===== config.mk =====
export PLATFORM = sky130hd
export DESIGN_NAME = cci_rd_arbiter
export DESIGN_NICKNAME = d
export VERILOG_FILES = /design/src/rtl/cci_rd_arbiter.sv
export SDC_FILE = /design/constraint.sdc
export NUM_CORES = 1
export LEC_CHECK = 0
export BUFFER_PORTS_ARGS = -buffer_cell sky130_fd_sc_hd__buf_2
export CELL_PAD_IN_SITES_DETAIL_PLACEMENT = 1
export CELL_PAD_IN_SITES_GLOBAL_PLACEMENT = 1
export CORE_AREA = 2 2 544 546
export CTS_CLUSTER_DIAMETER = 30
export DETAILED_ROUTE_END_ITERATION = 8
export DIE_AREA = 0 0 546 548
export PLACE_DENSITY = 0.3
export SLEW_MARGIN = 5
export SYNTH_ARGS = -nofsm -noshare
export SYNTH_HDL_FRONTEND = slang
export SYNTH_SLANG_ARGS = --single-unit

===== constraint.sdc =====
create_clock -name clk -period 8.2 [get_ports clk]
set_clock_uncertainty 0.1 [all_clocks]
set_input_delay 2.05 -clock clk [delete_from_list [all_inputs] [get_ports clk]]
set_output_delay 2.05 -clock clk [all_outputs]
set_load 0.1 [all_outputs]

===== src/rtl/cci_rd_arbiter.sv =====
// cci_rd_arbiter: round-robin arbiter sharing the CCI-P c0 read-request channel.
// Tags each request's mdata with the requester id, routes responses back to the
// owner and caps outstanding reads so responses never need backpressure.
// Optional statistics counters are enabled with `define CCI_RD_ARB_STATS_EN.
module cci_rd_arbiter #(
  parameter int unsigned NUM_REQ      = 4,
  parameter int unsigned ADDR_W       = 58,
  parameter int unsigned TAG_W        = 8,
  parameter int unsigned MAX_INFLIGHT = 128
) (
  input  logic                              clk,
  input  logic                              reset,
  input  logic [NUM_REQ-1:0]                req_valid,
  output logic [NUM_REQ-1:0]                req_ready,
  input  logic [NUM_REQ*ADDR_W-1:0]         req_addr,
  input  logic [NUM_REQ*TAG_W-1:0]          req_tag,
  input  logic                              out_available,
  output logic                              out_en,
  output logic [ADDR_W-1:0]                 out_addr,
  output logic [15:0]                       out_mdata,
  input  logic                              resp_valid,
  input  logic [15:0]                       resp_mdata,
  input  logic [511:0]                      resp_data,
  output logic [NUM_REQ-1:0]                rsp_valid,
  output logic [TAG_W-1:0]                  rsp_tag,
  output logic [511:0]                      rsp_data,
  output logic [$clog2(MAX_INFLIGHT+1)-1:0] inflight
`ifdef CCI_RD_ARB_STATS_EN
  ,
  output logic [NUM_REQ*32-1:0]             grant_count,
  output logic [31:0]                       stall_cycles
`endif
);

  localparam int unsigned ID_W  = $clog2(NUM_REQ);
  localparam int unsigned CNT_W = $clog2(MAX_INFLIGHT + 1);

  logic               out_en_q,    out_en_d;
  logic [ADDR_W-1:0]  out_addr_q,  out_addr_d;
  logic [15:0]        out_mdata_q, out_mdata_d;
  logic [ID_W-1:0]    ptr_q,       ptr_d;
  logic [CNT_W-1:0]   inflight_q,  inflight_d;
  logic [NUM_REQ-1:0] rsp_valid_q, rsp_valid_d;
  logic [TAG_W-1:0]   rsp_tag_q,   rsp_tag_d;
  logic [511:0]       rsp_data_q,  rsp_data_d;

  logic               can_issue_c;
  logic               gnt_c;
  logic [ID_W-1:0]    gnt_id_c;
  logic [ADDR_W-1:0]  sel_addr_c;
  logic [TAG_W-1:0]   sel_tag_c;
  logic [ID_W-1:0]    resp_id_c;

  // Upper mdata pad bits are never inspected; fold them away explicitly.
  logic unused_resp_mdata;
  assign unused_resp_mdata = ^resp_mdata;

  assign can_issue_c = out_available && (inflight_q < CNT_W'(MAX_INFLIGHT));
  assign resp_id_c   = resp_mdata[TAG_W +: ID_W];

  // First valid requester at or after the pointer, wrapping; no grant in reset.
  always_comb begin
    logic [ID_W:0] sum;
    logic          found;
    sum      = '0;
    found    = 1'b0;
    gnt_id_c = '0;
    for (int unsigned k = 0; k < NUM_REQ; k++) begin
      sum = {1'b0, ptr_q} + (ID_W+1)'(k);
      if (sum >= (ID_W+1)'(NUM_REQ)) sum = sum - (ID_W+1)'(NUM_REQ);
      if (!found && req_valid[sum[ID_W-1:0]]) begin
        found    = 1'b1;
        gnt_id_c = sum[ID_W-1:0];
      end
    end
    gnt_c     = found && can_issue_c && !reset;
    req_ready = gnt_c ? (NUM_REQ'(1) << gnt_id_c) : '0;
  end

  // Payload mux for the granted requester.
  always_comb begin
    sel_addr_c = '0;
    sel_tag_c  = '0;
    for (int unsigned i = 0; i < NUM_REQ; i++) begin
      if (gnt_id_c == ID_W'(i)) begin
        sel_addr_c = req_addr[i*ADDR_W +: ADDR_W];
        sel_tag_c  = req_tag[i*TAG_W +: TAG_W];
      end
    end
  end

  // Next-state for the issue stage, pointer, credit counter and response stage.
  always_comb begin
    out_en_d    = gnt_c;
    out_addr_d  = out_addr_q;
    out_mdata_d = out_mdata_q;
    ptr_d       = ptr_q;
    inflight_d  = inflight_q;
    rsp_valid_d = '0;
    rsp_tag_d   = rsp_tag_q;
    rsp_data_d  = rsp_data_q;

    if (gnt_c) begin
      out_addr_d  = sel_addr_c;
      out_mdata_d = 16'({gnt_id_c, sel_tag_c});
      ptr_d       = (gnt_id_c == ID_W'(NUM_REQ - 1)) ? '0 : gnt_id_c + ID_W'(1);
    end

    // Simultaneous grant and response cancel; a response at zero saturates.
    if (gnt_c && !resp_valid) begin
      inflight_d = inflight_q + CNT_W'(1);
    end else if (!gnt_c && resp_valid && (inflight_q != '0)) begin
      inflight_d = inflight_q - CNT_W'(1);
    end

    if (resp_valid) begin
      for (int unsigned i = 0; i < NUM_REQ; i++) begin
        rsp_valid_d[i] = (resp_id_c == ID_W'(i));
      end
      rsp_tag_d  = resp_mdata[TAG_W-1:0];
      rsp_data_d = resp_data;
    end
  end

  // State registers with synchronous reset.
  always_ff @(posedge clk) begin
    if (reset) begin
      out_en_q    <= 1'b0;
      out_addr_q  <= '0;
      out_mdata_q <= '0;
      ptr_q       <= '0;
      inflight_q  <= '0;
      rsp_valid_q <= '0;
      rsp_tag_q   <= '0;
      rsp_data_q  <= '0;
    end else begin
      out_en_q    <= out_en_d;
      out_addr_q  <= out_addr_d;
      out_mdata_q <= out_mdata_d;
      ptr_q       <= ptr_d;
      inflight_q  <= inflight_d;
      rsp_valid_q <= rsp_valid_d;
      rsp_tag_q   <= rsp_tag_d;
      rsp_data_q  <= rsp_data_d;
    end
  end

  assign out_en    = out_en_q;
  assign out_addr  = out_addr_q;
  assign out_mdata = out_mdata_q;
  assign rsp_valid = rsp_valid_q;
  assign rsp_tag   = rsp_tag_q;
  assign rsp_data  = rsp_data_q;
  assign inflight  = inflight_q;

`ifdef CCI_RD_ARB_STATS_EN
  logic [NUM_REQ*32-1:0] grant_count_q, grant_count_d;
  logic [31:0]           stall_cycles_q, stall_cycles_d;

  // Per-requester grant counters and cycles lost to a blocked channel.
  always_comb begin
    grant_count_d  = grant_count_q;
    stall_cycles_d = stall_cycles_q;
    for (int unsigned i = 0; i < NUM_REQ; i++) begin
      if (req_ready[i]) grant_count_d[i*32 +: 32] = grant_count_q[i*32 +: 32] + 32'd1;
    end
    if ((|req_valid) && !can_issue_c) stall_cycles_d = stall_cycles_q + 32'd1;
  end

  // Statistics registers.
  always_ff @(posedge clk) begin
    if (reset) begin
      grant_count_q  <= '0;
      stall_cycles_q <= '0;
    end else begin
      grant_count_q  <= grant_count_d;
      stall_cycles_q <= stall_cycles_d;
    end
  end

  assign grant_count  = grant_count_q;
  assign stall_cycles = stall_cycles_q;
`endif

endmodule


# [Word level (Yosys, flattened, before mapping)]
# Cells that the tools add are included.
[classes] reduce_logical=20 bitwise=1 n_eq_ne=6 n_mux=32 n_shift=1 magnitude_cmp=9 addsub=10
[ops] cell="$mux W58" count=4
[ops] cell="$mux W8" count=6
[ops] cell="$mux W2" count=9
[ops] cell="$lt A2 B3 Y1 const B" count=4
[ops] cell="$ge A3 B3 Y1 const B" count=3
[ops] cell="$logic_and A1 B1 Y1" count=9
[ops] cell="$add A8 B1 Y8 const B" count=1
[ops] cell="$bmux W1 S2" count=4
[ops] cell="$eq A2 B2 Y1 const B" count=4
[ops] cell="$lt A8 B8 Y1 const B" count=1
[ops] cell="$mux W1" count=8
[ops] cell="$reduce_bool A8 Y1" count=1
[ops] cell="$sub A2 B1 Y2 const B" count=4
[ops] cell="$sub A8 B1 Y8 const B" count=1
[ops] cell="$add A2 B2 Y3 const B" count=2
[ops] cell="$logic_not A1 Y1" count=6
[ops] cell="$eq A2 B1 Y1 const B" count=2
[ops] cell="$logic_not A2 Y1" count=2
[ops] cell="$mux W4" count=1
[ops] cell="$shl A1 B2 Y4 const A" count=1
[ops] cell="$add A2 B1 Y3 const B" count=1
[ops] cell="$ge A2 B3 Y1 const B" count=1
[ops] cell="$add A2 B1 Y2 const B" count=1
[ops] cell="$reduce_bool A2 Y1" count=1
[ops] cell="2 further kinds" count=2
[totals] register_bits=603 out_inout_bits=611

# [Logic depth before layout (Yosys ltp)]
[logic_depth] depth_word=21 depth_mapped=12 mapped_depth_nobuf=11

# [Least setup slack after synthesis]
# OpenSTA, ideal clock, no wires.
[synth_path] kind="input to output" from="in req_valid[3]" to="out req_ready[3]" required_time_ns=6.050 arrival_time_ns=4.565 setup_slack_ns=1.485 cell_stages=9 n_path_buf=3 path_cell_list="inv_1 a22o_1 a221oi_1 and2_1 ha_1 clkbuf_1 clkbuf_1 clkbuf_1 and2_1"
[synth_lines] item="start, declared" line="13" source="input logic [NUM_REQ-1:0] req_valid,"
[synth_lines] item="$bmux W1 S2" line="71" source="if (!found && req_valid[sum[ID_W-1:0]]) begin"
[synth_lines] item="$mux W1 (not written as such)" line="71"
[synth_lines] item="$mux W1" line="71"
[synth_lines] item="$logic_not A1 Y1" line="71"
[synth_lines] item="$logic_and A1 B1 Y1" line="71"
[synth_lines] item="$mux W1" line="71"
[synth_lines] item="$logic_not A1 Y1" line="71"
[synth_lines] item="$logic_and A1 B1 Y1" line="71"
[synth_lines] item="$mux W1" line="71"
[synth_lines] item="$logic_not A1 Y1" line="71"
[synth_lines] item="$logic_and A1 B1 Y1" line="71"
[synth_lines] item="$mux W2 (*)" line="71"
[synth_lines] item="named net gnt_id_c[0]" line="49" source="logic [ID_W-1:0] gnt_id_c;"
[synth_lines] item="$shl A1 B2 Y4 (*)" line="77" source="req_ready = gnt_c ? (NUM_REQ'(1) << gnt_id_c) : '0;"
[synth_lines] item="$mux W4 (*)" line="77"
[synth_lines] item="end, declared" line="14" source="output logic [NUM_REQ-1:0] req_ready,"
# The timed path passes the listed nets; every way through them passes the cells marked *. The select of a mux whose other input is x is not followed.

# [Worst setup path in the final report]
[layout_path] from="in req_valid[3]" to="out req_ready[1]"
# The elaborated chain is that of the path after synthesis.

==> run summary <==
The flow ran to the end, and the final reports show no timing, DRC or antenna violations. Dividing total power by cell area gives a power density of 368.2 mW/mm2. The minimum clock period after layout was 6.579 ns; the share of flip-flops with an asynchronous set or reset after synthesis was 0.

For the via count of the first global-routing pass, the log shows 26390. The largest stage delay on the critical path came out at 0.58 ns. The floorplan step defined a core boundary enclosing 0.2931 mm2.

Max-cap violations in this run came to 0. Synthesis handed over a netlist of 2416 instances. From left edge to right edge, the die measures 546 um. After routing the design area is 0.04420 mm2. Synthesis warning total: 0. The signal on the critical path passes through buf_2 -> inv_1 -> a22o_1 -> a221oi_1 -> and2_1 -> ha_4 -> and2_1 -> buf_2. The net switching fraction of the power was 0.3483; the overall routing resource usage was 0.1233. Clock-pin slew was measured on the worst setup and hold paths at 0.04 ns. The run gives 20.75 nW as the static leakage.

The clock tree root buffer cell was sky130_fd_sc_hd__clkbuf_16. At the end of routability-driven placement, the weighted congestion stood at 0.8539. The largest fanout on the critical path works out to 21.

The run gives 5 as the number of levels in the clock H-tree. For the data arrival at the endpoint of the critical path, the log shows 4.43 ns. Gates resized during post-CTS repair numbered 0. Together, buffers and inverters on the worst path number 3. The number of distinct library cells after synthesis is 39, and the pin count of the biggest net entering global routing is 146. The total detailed-routing wirelength came out at 192500 um. The worst setup path is captured at a primary output. The run gives 0.08205 as the initial core utilization. Counting flops and latches in the post-synthesis netlist gives 603.

In this design, the largest share of critical-path delay is due to compound AO/OA/AOI/OAI gates. The buffers inserted during post-CTS setup optimization is 0, and the internal power is 10.61 mW. IR analysis of the VDD net gives a maximum drop of 148.0 uV. At the pin with the least slew margin, the transition time is 1.151 ns. Counting along the longest clock path gives a buffer depth of 4. The run gives 0.585 as the share of total power in the clock network.

The combinational share of power was 0.211; the number of routed nets with antenna violations was 0. Static timing analysis puts the maximum clock frequency at 0.1520 GHz. The cell with the largest stage delay on the worst path is sky130_fd_sc_hd__a221oi_1. The port buffer count was 1398; the number of DRC violations after detailed routing was 0. At the worst endpoint, the required time is 6.05 ns. For this run, the post-layout net count is 4738. Total of hold buffers inserted after clock tree synthesis: 0. In this run the worst hold path is classified as register to register.

Sequential share of the synthesized area: 0.5020. The share of final-layout standard cells stronger than drive strength 1 is 0.4547, and the number of sinks on the clock net is 603. The first global-routing pass estimated 249100 um of wire. Setup violations remaining at the end of the flow were counted as 0. By startpoint and endpoint, the worst setup path is classified as input pin to primary output. The clock network latency to the later pin of the worst-skew pair is 0.81 ns.

Die span in y: 548 um. Initial antenna violation count: 190. The number of synthesized flops with an enable pin came out at 0.

For this design the top-level I/O count stands at 1411. Floorplan row count: 199. Hold violation count in the final report: 0.

TritonCTS built the clock tree. The number of CTS-inserted buffers is 276. The pre-antenna-repair detailed-routing pass consisted of 5 iterations.

The area growth from synthesis to final layout was 83.80%; the total net switching power was 5.668 mW. The tools report the worst slew margin relative to its limit as 0.2328. Across all layers, the routed design uses 25110 vias.

After legalization and detailed placement, the total HPWL measured 156400 um. The number of pins with negative max-slew slack in the final report was 0. Setup repair after global routing left no endpoint under its margin.

In the final timing run, aggregate negative setup slack is 0 ns. After detailed placement, the total cell area comes to 0.03538 mm2. The ratio of final minimum period to clock period works out to 0.8023. The tools report the sequential cell fraction of total power as 0.204. For this run, the leading register cell type out of synthesis is sky130_fd_sc_hd__dfxtp_1. In the routed layout, each cell is associated on average with a via count of 3.113. The tools report the global route total overflow as 0.

The initial DRC count is 805. Dividing the detail-routed wire length by the instance count gives 23.86 um. A synthesized cell averages 9.953 um2.

The cell area that synthesis handed to floorplanning was 0.02405 mm2. The run gives 0.2992 mm2 as the area enclosed by the die boundary. The worst setup path is launched from an input pin.
==> final cells by class <==
| class | count | area, um2 |
|---|---|---|
| sequential | 603 | 12070 |
| tap | 3919 | 4903 |
| timing repair buffer | 1422 | 7272 |
| fill | 34470 | 248900 |
| antenna | 28 | 70.07 |
| clock inverter | 40 | 651.9 |
| clock buffer | 432 | 8094 |
| multi-input combinational | 1613 | 11100 |
| inverter | 9 | 38.79 |
==> power groups by stage <==
stage               Clock, mW  Combinational (mW)  Sequential, mW
floorplan                   0               0.965            4.89
global placement            0                3.51            3.37
detailed placement          0                3.52            3.37
CTS                      9.83                3.53            3.33
global route             10.0                3.64            3.35
finish                   9.52                3.43            3.32
==> cell families (layout without fill, tap and decap cells) <==
| group | after synthesis | in the layout | synth area share |
|---|---|---|---|
| fa+ha+maj | 13 | 13 | 0.007076 |
| flops | 603 | 603 | 0.5020 |
| simple gates | 837 | 837 | 0.1517 |
| other cells | 1 | 34 | 0.0001559 |
| buf+inv | 205 | 1903 | 0.03902 |
| compound gates | 228 | 228 | 0.07961 |
| xor+xnor | 2 | 2 | 0.0007286 |
| mux | 527 | 527 | 0.2197 |
==> state kept, by name (all words and copies together), names as in the netlist <==
register	count
out_mdata	10
inflight	8
rsp_tag	8
out_en	1
rsp_valid	4
rsp_data	512
ptr_q	2
out_addr	58
==> placed cells by master, fill, tap and decap left out, types with 2 or more instances in the layout <==
cell type / synthesis / layout
sky130_fd_sc_hd__a21oi_1: 76 / 76
sky130_fd_sc_hd__nand2_1: 11 / 11
sky130_fd_sc_hd__ha_4: 0 / 3
sky130_fd_sc_hd__buf_4: 6 / 18
sky130_fd_sc_hd__buf_12: 0 / 6
sky130_fd_sc_hd__nor4_1: 3 / 3
sky130_fd_sc_hd__inv_16: 0 / 8
sky130_fd_sc_hd__a21o_1: 2 / 2
sky130_fd_sc_hd__nand3b_1: 2 / 2
sky130_fd_sc_hd__inv_1: 8 / 8
sky130_fd_sc_hd__ha_1: 12 / 8
sky130_fd_sc_hd__a211oi_1: 6 / 6
sky130_fd_sc_hd__inv_6: 0 / 4
sky130_fd_sc_hd__nor2_1: 603 / 603
sky130_fd_sc_hd__nor3b_1: 2 / 2
sky130_fd_sc_hd__and2_1: 6 / 6
sky130_fd_sc_hd__a211oi_2: 66 / 66
sky130_fd_sc_hd__a221oi_1: 67 / 67
sky130_fd_sc_hd__o21ai_0: 7 / 7
sky130_fd_sc_hd__clkbuf_16: 0 / 277
sky130_fd_sc_hd__o21ai_1: 2 / 2
sky130_fd_sc_hd__clkinv_2: 0 / 14
sky130_fd_sc_hd__xnor2_1: 2 / 2
sky130_fd_sc_hd__diode_2: 0 / 28
sky130_fd_sc_hd__buf_8: 0 / 2
sky130_fd_sc_hd__clkbuf_8: 0 / 58
sky130_fd_sc_hd__clkinv_16: 0 / 11
sky130_fd_sc_hd__clkbuf_1: 113 / 97
sky130_fd_sc_hd__mux2i_1: 524 / 524
sky130_fd_sc_hd__nand2b_1: 3 / 3
sky130_fd_sc_hd__dfxtp_1: 603 / 603
sky130_fd_sc_hd__clkinv_8: 0 / 4
sky130_fd_sc_hd__nor3_1: 68 / 68
sky130_fd_sc_hd__nor2b_1: 133 / 133
sky130_fd_sc_hd__buf_2: 63 / 1396
sky130_fd_sc_hd__nor4b_1: 2 / 2
sky130_fd_sc_hd__conb_1: 1 / 6
==> tightest hold or removal path, stage by stage, from the launching register on <==
cell	delay [ns]
sky130_fd_sc_hd__dfxtp_1	0.32
sky130_fd_sc_hd__nand2_1	0.06
sky130_fd_sc_hd__a21oi_1	0.05
==> routing by layer <==
layer  vias up  track usage  part of all wire
met5         -            0            0.0046
met4       140      0.05301             0.045
met3       541      0.08463              0.15
met2      1452       0.2080              0.47
met1     11520       0.1147              0.33
li1      11460            -                 -
==> Yosys cell counts, types with 7 or more instances <==
cell type / n / area [um2]
sky130_fd_sc_hd__buf_2: 63 / 315.3
sky130_fd_sc_hd__ha_1: 12 / 150.1
sky130_fd_sc_hd__nand2_1: 11 / 41.29
sky130_fd_sc_hd__dfxtp_1: 603 / 12070
sky130_fd_sc_hd__clkbuf_1: 113 / 424.2
sky130_fd_sc_hd__o21ai_0: 7 / 35.03
sky130_fd_sc_hd__mux2i_1: 524 / 5245
sky130_fd_sc_hd__a21oi_1: 76 / 380.4
sky130_fd_sc_hd__nor2_1: 603 / 2263
sky130_fd_sc_hd__inv_1: 8 / 30.03
sky130_fd_sc_hd__a221oi_1: 67 / 586.8
sky130_fd_sc_hd__a211oi_2: 66 / 825.8
sky130_fd_sc_hd__nor2b_1: 133 / 832.1
sky130_fd_sc_hd__buf_6: 9 / 101.4
sky130_fd_sc_hd__nor3_1: 68 / 340.3
==> through the flow <==
stage	hold slack (ns)	power [mW]	worst slack, ns	util	cells
after floorplan	0.3740	5.857	1.485	-	2421
after global placement	0.3672	6.883	1.499	0.1207	7566
after detailed placement	0.3725	6.898	1.458	0.1207	7566
after CTS	0.3789	16.70	1.446	0.1506	8038
after global routing	0.4047	17.03	1.422	0.1507	8051
final	0.3755	16.27	1.621	0.1508	8066
==> worst paths after layout <==
kind	depth (start not counted)	endpoint	slack [ns]	startpoint
max	8	req_ready[1]	1.62	req_valid[3]
min	2	out_mdata[9]	0.38	out_mdata[9]
max reg2reg	11	out_addr[5]	4.09	ptr_q[0]
min reg2reg	2	out_mdata[9]	0.38	out_mdata[9]
No activity file was read; power rests on OpenSTA's default activity.
